## config.mk

```make
export PLATFORM = sky130hd
export DESIGN_NAME = player_rx_decoder
export DESIGN_NICKNAME = d
export VERILOG_FILES = /design/src/rtl/player_rx_decoder.sv
export SDC_FILE = /design/constraint.sdc
export NUM_CORES = 1
export LEC_CHECK = 0
export ABC_AREA = 1
export BUFFER_PORTS_ARGS = -buffer_cell sky130_fd_sc_hd__buf_2
export CAP_MARGIN = 20
export CORE_ASPECT_RATIO = 1.4
export CORE_MARGIN = 2
export CORE_UTILIZATION = 45
export CTS_CLUSTER_DIAMETER = 80
export CTS_CLUSTER_SIZE = 14
export DETAILED_ROUTE_END_ITERATION = 8
export PLACE_DENSITY = 0.67
export SYNTH_ARGS = -nofsm -noshare
export SYNTH_HDL_FRONTEND = slang
export SYNTH_SLANG_ARGS = --single-unit
```

## constraint.sdc

```tcl
create_clock -name clk -period 1.7 [get_ports clk]
set_clock_uncertainty 0.2 [all_clocks]
set_input_delay 0.51 -clock clk [delete_from_list [all_inputs] [get_ports clk]]
set_output_delay 0.51 -clock clk [all_outputs]
set_load 0.03 [all_outputs]
```

## src/rtl/player_rx_decoder.sv

```systemverilog
// UART 8N1 receiver that decodes one-byte player control frames into lane/firing/projectile/reset state.
// Optional build macro PLAYER_RX_GLITCH_FILTER_EN: each bit is the 2-of-3 majority of ticks 7, 8 and 9.
module player_rx_decoder #(
  parameter int CLK_FREQ = 100000000,
  parameter int BAUD     = 9600
) (
  input  logic       clk,
  input  logic       rst,
  input  logic       rx,
  output logic [3:0] lane,
  output logic       proj_type,
  output logic       firing,
  output logic       fire_pulse,
  output logic       game_reset,
  output logic       frame_valid,
  output logic       frame_err
);

  localparam int DIV   = (CLK_FREQ / (BAUD * 16) > 0) ? CLK_FREQ / (BAUD * 16) : 1;
  localparam int DIV_W = (DIV > 1) ? $clog2(DIV) : 1;

  typedef enum logic [2:0] {
    S_IDLE   = 3'd0,
    S_START  = 3'd1,
    S_DATA   = 3'd2,
    S_STOP   = 3'd3,
    S_DECODE = 3'd4
  } state_e;

  state_e             state_q, state_d;
  logic               rx_meta_q, rx_sync_q;
  logic [DIV_W-1:0]   div_cnt_q, div_cnt_d;
  logic [3:0]         tick_cnt_q, tick_cnt_d;
  logic [2:0]         bit_cnt_q, bit_cnt_d;
  logic [7:0]         shift_q, shift_d;
  logic               wait_high_q, wait_high_d;
  logic [3:0]         lane_q, lane_d;
  logic               firing_q, firing_d;
  logic               proj_q, proj_d;
  logic               game_reset_q, game_reset_d;
  logic               frame_valid_q, frame_valid_d;
  logic               frame_err_q, frame_err_d;
  logic               fire_pulse_q, fire_pulse_d;
  logic               tick_s;
  logic               sample_s;
  logic               bit_s;

  function automatic logic maj3(input logic a, input logic b, input logic c);
    return (a & b) | (a & c) | (b & c);
  endfunction

  // Bit 6 must be zero and lane nibble must be 0..9 for the frame to be usable.
  function automatic logic frame_ok(input logic [7:0] b);
    return (b[6] == 1'b0) && (b[3:0] <= 4'd9);
  endfunction

  assign tick_s = (div_cnt_q == DIV_W'(DIV - 1));

  // Two-flop synchronizer, preset to the idle level.
  always_ff @(posedge clk or negedge rst) begin
    if (!rst) begin
      rx_meta_q <= 1'b1;
      rx_sync_q <= 1'b1;
    end else begin
      rx_meta_q <= rx;
      rx_sync_q <= rx_meta_q;
    end
  end

`ifdef PLAYER_RX_GLITCH_FILTER_EN
  logic samp7_q, samp7_d;
  logic samp8_q, samp8_d;

  // Capture tick 7 and tick 8 samples; the vote is taken on tick 9.
  always_comb begin
    samp7_d  = samp7_q;
    samp8_d  = samp8_q;
    if (tick_s && (tick_cnt_q == 4'd6)) begin
      samp7_d = rx_sync_q;
    end else begin
      samp7_d = samp7_q;
    end
    if (tick_s && (tick_cnt_q == 4'd7)) begin
      samp8_d = rx_sync_q;
    end else begin
      samp8_d = samp8_q;
    end
    sample_s = tick_s && (tick_cnt_q == 4'd8);
    bit_s    = maj3(samp7_q, samp8_q, rx_sync_q);
  end

  // Majority-vote sample registers.
  always_ff @(posedge clk or negedge rst) begin
    if (!rst) begin
      samp7_q <= 1'b1;
      samp8_q <= 1'b1;
    end else begin
      samp7_q <= samp7_d;
      samp8_q <= samp8_d;
    end
  end
`else
  // Single bit-centre sample on tick 8.
  always_comb begin
    sample_s = tick_s && (tick_cnt_q == 4'd7);
    bit_s    = rx_sync_q;
  end
`endif

  // Next-state, bit assembly and frame decode.
  always_comb begin
    state_d       = state_q;
    div_cnt_d     = tick_s ? {DIV_W{1'b0}} : div_cnt_q + DIV_W'(1);
    tick_cnt_d    = tick_s ? tick_cnt_q + 4'd1 : tick_cnt_q;
    bit_cnt_d     = bit_cnt_q;
    shift_d       = shift_q;
    wait_high_d   = wait_high_q;
    lane_d        = lane_q;
    firing_d      = firing_q;
    proj_d        = proj_q;
    game_reset_d  = game_reset_q;
    frame_valid_d = 1'b0;
    frame_err_d   = 1'b0;
    fire_pulse_d  = 1'b0;

    case (state_q)
      S_IDLE: begin
        // Level check (not edge) so a start arriving during DECODE is still seen here.
        if (!rx_sync_q) begin
          state_d    = S_START;
          div_cnt_d  = {DIV_W{1'b0}};
          tick_cnt_d = 4'd0;
        end else begin
          state_d = S_IDLE;
        end
      end

      S_START: begin
        if (sample_s) begin
          if (!bit_s) begin
            state_d   = S_DATA;
            bit_cnt_d = 3'd0;
          end else begin
            state_d = S_IDLE;
          end
        end else begin
          state_d = S_START;
        end
      end

      S_DATA: begin
        if (sample_s) begin
          shift_d = {bit_s, shift_q[7:1]};
          if (bit_cnt_q == 3'd7) begin
            state_d = S_STOP;
          end else begin
            bit_cnt_d = bit_cnt_q + 3'd1;
          end
        end else begin
          state_d = S_DATA;
        end
      end

      S_STOP: begin
        if (wait_high_q) begin
          if (rx_sync_q) begin
            wait_high_d = 1'b0;
            state_d     = S_IDLE;
          end else begin
            state_d = S_STOP;
          end
        end else if (sample_s) begin
          if (bit_s && frame_ok(shift_q)) begin
            state_d       = S_DECODE;
            lane_d        = (shift_q[3:0] == 4'd0) ? 4'd5 : shift_q[3:0];
            firing_d      = shift_q[5];
            proj_d        = shift_q[4];
            game_reset_d  = shift_q[7];
            frame_valid_d = 1'b1;
            fire_pulse_d  = shift_q[5] & ~firing_q;
          end else if (bit_s) begin
            state_d     = S_DECODE;
            frame_err_d = 1'b1;
          end else begin
            frame_err_d = 1'b1;
            wait_high_d = 1'b1;
          end
        end else begin
          state_d = S_STOP;
        end
      end

      S_DECODE: begin
        state_d = S_IDLE;
      end

      default: begin
        state_d     = S_IDLE;
        wait_high_d = 1'b0;
      end
    endcase
  end

  // FSM, timing counters and registered outputs.
  always_ff @(posedge clk or negedge rst) begin
    if (!rst) begin
      state_q       <= S_IDLE;
      div_cnt_q     <= {DIV_W{1'b0}};
      tick_cnt_q    <= 4'd0;
      bit_cnt_q     <= 3'd0;
      shift_q       <= 8'd0;
      wait_high_q   <= 1'b0;
      lane_q        <= 4'd5;
      firing_q      <= 1'b0;
      proj_q        <= 1'b0;
      game_reset_q  <= 1'b0;
      frame_valid_q <= 1'b0;
      frame_err_q   <= 1'b0;
      fire_pulse_q  <= 1'b0;
    end else begin
      state_q       <= state_d;
      div_cnt_q     <= div_cnt_d;
      tick_cnt_q    <= tick_cnt_d;
      bit_cnt_q     <= bit_cnt_d;
      shift_q       <= shift_d;
      wait_high_q   <= wait_high_d;
      lane_q        <= lane_d;
      firing_q      <= firing_d;
      proj_q        <= proj_d;
      game_reset_q  <= game_reset_d;
      frame_valid_q <= frame_valid_d;
      frame_err_q   <= frame_err_d;
      fire_pulse_q  <= fire_pulse_d;
    end
  end

  assign lane        = lane_q;
  assign firing      = firing_q;
  assign proj_type   = proj_q;
  assign game_reset  = game_reset_q;
  assign frame_valid = frame_valid_q;
  assign frame_err   = frame_err_q;
  assign fire_pulse  = fire_pulse_q;

endmodule

```

==> results.md <==
* Status: complete, but fails checks
* Failing checks: negative setup slack
* Syn nets at 233
* RSZ-0062 raised after global routing: true
* Max Clk Rate at 578 MHz
* Cell Rows at 28
* Final instance area at 2520 um^2
* Reg2reg setup slack at -0.03 ns
* CP required at 1.74 ns
* Largest net degree at the start of global routing at 42
* Static Leak at 1.24 nW
* Residual DRC at 0
* Dpl cells at 312
* Die height at 83.1 um
* Final Hold Vio Count at 0
* Total gr overflow at 0
* Clock tree root buffer cell: clkbuf_8
* Number of DRC markers in iteration 0 at 70
* Worst hold path type: input port to flip-flop
* Crit start category: flip-flop
* Vias in the first global route at 1,579
* Highest Signal Layer: met4
* CTS tree: yes
* Max Slew Vio Count at 0
* Netlist cell types at 31
* Avg Cell Area, Syn at 8.95 um^2
* Period utilisation layout at 102%
* Routed vias at 1,549
* Routed length per instance at 11.7 um
* First-pass GRT wire length at 6.64 mm
* Layout Cells excl Fill at 326
* Clock sinks at 41
* Io pins at 13
* Most common cell after layout, fill and taps aside: nand2_1
* H-tree levels at 2
* Clock Latency Late Sink at 0.29 ns
* I/O Buffers at 12
* Post-Syn Area at 2010 um^2
* Power Density at 660 nW/um^2
* Full die area at 5030 um^2
* Setup ws final at -0.0292 ns
* Remaining antenna violation count at 0
* Vias per std cell at 4.75
* Reg clk slew, reported paths at 0.08 ns
* GP Congestion at 0.864
* Final setup violation count at 7
* Synthesis Warnings at 0
* CTS Buffer Depth at 2
* Fin crit period at 1.73 ns
* Crit path max fanout at 5
* Post-Syn Instances at 225
* Crit Path Category: flip-flop to flip-flop
* Area Overhead vs Synth at 25.0%
* # diodes at 0
* Met3 WL post-DR at 90 um
* Register area share after synthesis at 51.2%
* WL final at 3.82 mm
* Layout cell share with drive strength beyond 1 at 38.0%
* Critical Path Source: div_cnt_q[0]
* Initial antenna violation count at 0
* R2R Path Start: div_cnt_q[0]
* Wire length on met2 at 2.05 mm
* Most frequent cells in the layout: nand2_1 (38), dfrtp_1 (37), inv_1 (26), nor2_1 (22), buf_4 (19)
* TritonCTS buffer count at 5
* DIE WIDTH at 60.5 um
* Worst setup EP type: flip-flop
* Post-place setup slack at -0.0611 ns
* Max-Cap Viols at 0
* Met1 Wirelength at 1.60 mm
* Starting Density at 47.1%
* Hpwl dp at 2.62 mm
* Fillers at 400
* Hold Path Origin: rx
* VDD IR max at 584 uV
* TritonRoute pass-1 iters at 4
* Slew HR at 81.0%
* Final hold slack at 0.112 ns
* Core Box Area at 4270 um^2
* Register bit total from synthesis at 41
* Overall routing resource usage at 17.3%
* Final net count at 274
* Worst Tran Pin Value at 0.285 ns
* Placed inst area at 2270 um^2
* Worst path arrival time at 1.77 ns
-- cell families after synthesis --
logic type      Yosys count  share of synthesized area (%)
flops                    41                           51.2
buf+inv                  37                           7.33
simple gates            108                           27.7
xor+xnor                  2                          0.870
compound gates           31                           9.32
mux                       1                          0.497
fa+ha+maj                 5                           3.11
-- where the power goes --
part           switching (W)  internal [W]  leakage, nW
registers         0.00000142      0.000979        0.544
logic              0.0000245     0.0000105        0.648
clock network       0.000323      0.000321       0.0433
total               0.000349       0.00131         1.24
-- layer usage --
layer  global-route usage (%)  up-vias
met5                        0        -
met4                     9.09        0
met3                     4.21        6
met2                     28.8       18
met1                     19.8      733
li1                         -      792
-- synth_stat cells (all sizes together) --
| library cell | count | area (um^2) |
|---|---|---|
| nand2 | 53 | 214 |
| dfrtp | 37 | 926 |
| inv | 35 | 131 |
| nor2 | 33 | 159 |
| o21ai | 20 | 123 |
| nand3 | 11 | 82.6 |
| a21oi | 7 | 35.0 |
| nor3 | 7 | 61.3 |
| ha | 5 | 62.6 |
| dfstp | 4 | 105 |
| nand4 | 3 | 33.8 |
| buf | 2 | 16.3 |
| xor2 | 2 | 17.5 |
| a31o | 1 | 8.76 |
| a31oi | 1 | 6.26 |
| mux2i | 1 | 10.0 |
| o221ai | 1 | 8.76 |
| o22ai | 1 | 6.26 |
| or2 | 1 | 6.26 |
-- worst paths after layout --
check / to / cells past startpoint
worst max-delay path: game_reset / 12
worst min-delay path: rx_meta_q / 1
worst max register to register: game_reset / 12
worst min register to register: bit_s / 0
max in group asynchronous: rx_meta_q / 3
min in group asynchronous: shift_q[1] / 3
-- per-stage QoR --
| stage | total power (W) | setup TNS, ns | util [%] |
|---|---|---|---|
| after detailed placement | 0.00103 | -0.299 | 53.2 |
| after CTS | 0.00169 | -0.124 | 57.2 |
| after floorplan | 0.00100 | -0.0708 | - |
| after global routing | 0.00173 | -2.59 | 58.9 |
| after global placement | 0.00103 | -0.0620 | 53.2 |
| final | 0.00166 | -0.127 | 58.9 |
-- worst max-delay path, cell delays in order, from the launching register on --
cell and delay [ns]:
dfrtp_1 0.38, inv_1 0.06, ha_2 0.16, nand2_2 0.05, inv_2 0.06, nand3_2 0.09
nor2_4 0.16, nand3_2 0.13, nor2_4 0.14, nand2_2 0.08, inv_2 0.06, nand2_1 0.05
nand2_1 0.05
-- final cells by class --
type	count	area [um^2]	share of cell area, %
Clock buffer	6	82.6	3.28
Clock inverter	1	7.51	0.298
Inverter	35	136	5.42
Multi-Input combinational cell	148	916	36.4
Sequential cell	41	1030	41.0
Tap cell	60	75.1	2.98
Timing Repair Buffer	35	268	10.6
-- registers in the layout (all words and copies together), names as in the netlist --
name and cells:
wait_high_q 1, bit_s 1, proj_type 1, shift_q 8
firing 1, fire_pulse 1, state_q 3, frame_err 1
div_cnt_q 10, lane 4, frame_valid 1, rx_meta_q 1
game_reset 1, bit_cnt_q 3, tick_cnt_q 4
-- timing repair --
action                                 CTS  global route
gates resized for setup                 15            15
endpoints found under the hold margin   37             0
hold buffers                             1             0
buffers inserted                         2             3
setup endpoints to repair               11            37
pin swaps                                1             1
gates cloned                             1             0
Note: power is estimated with default switching activity, not from simulation.
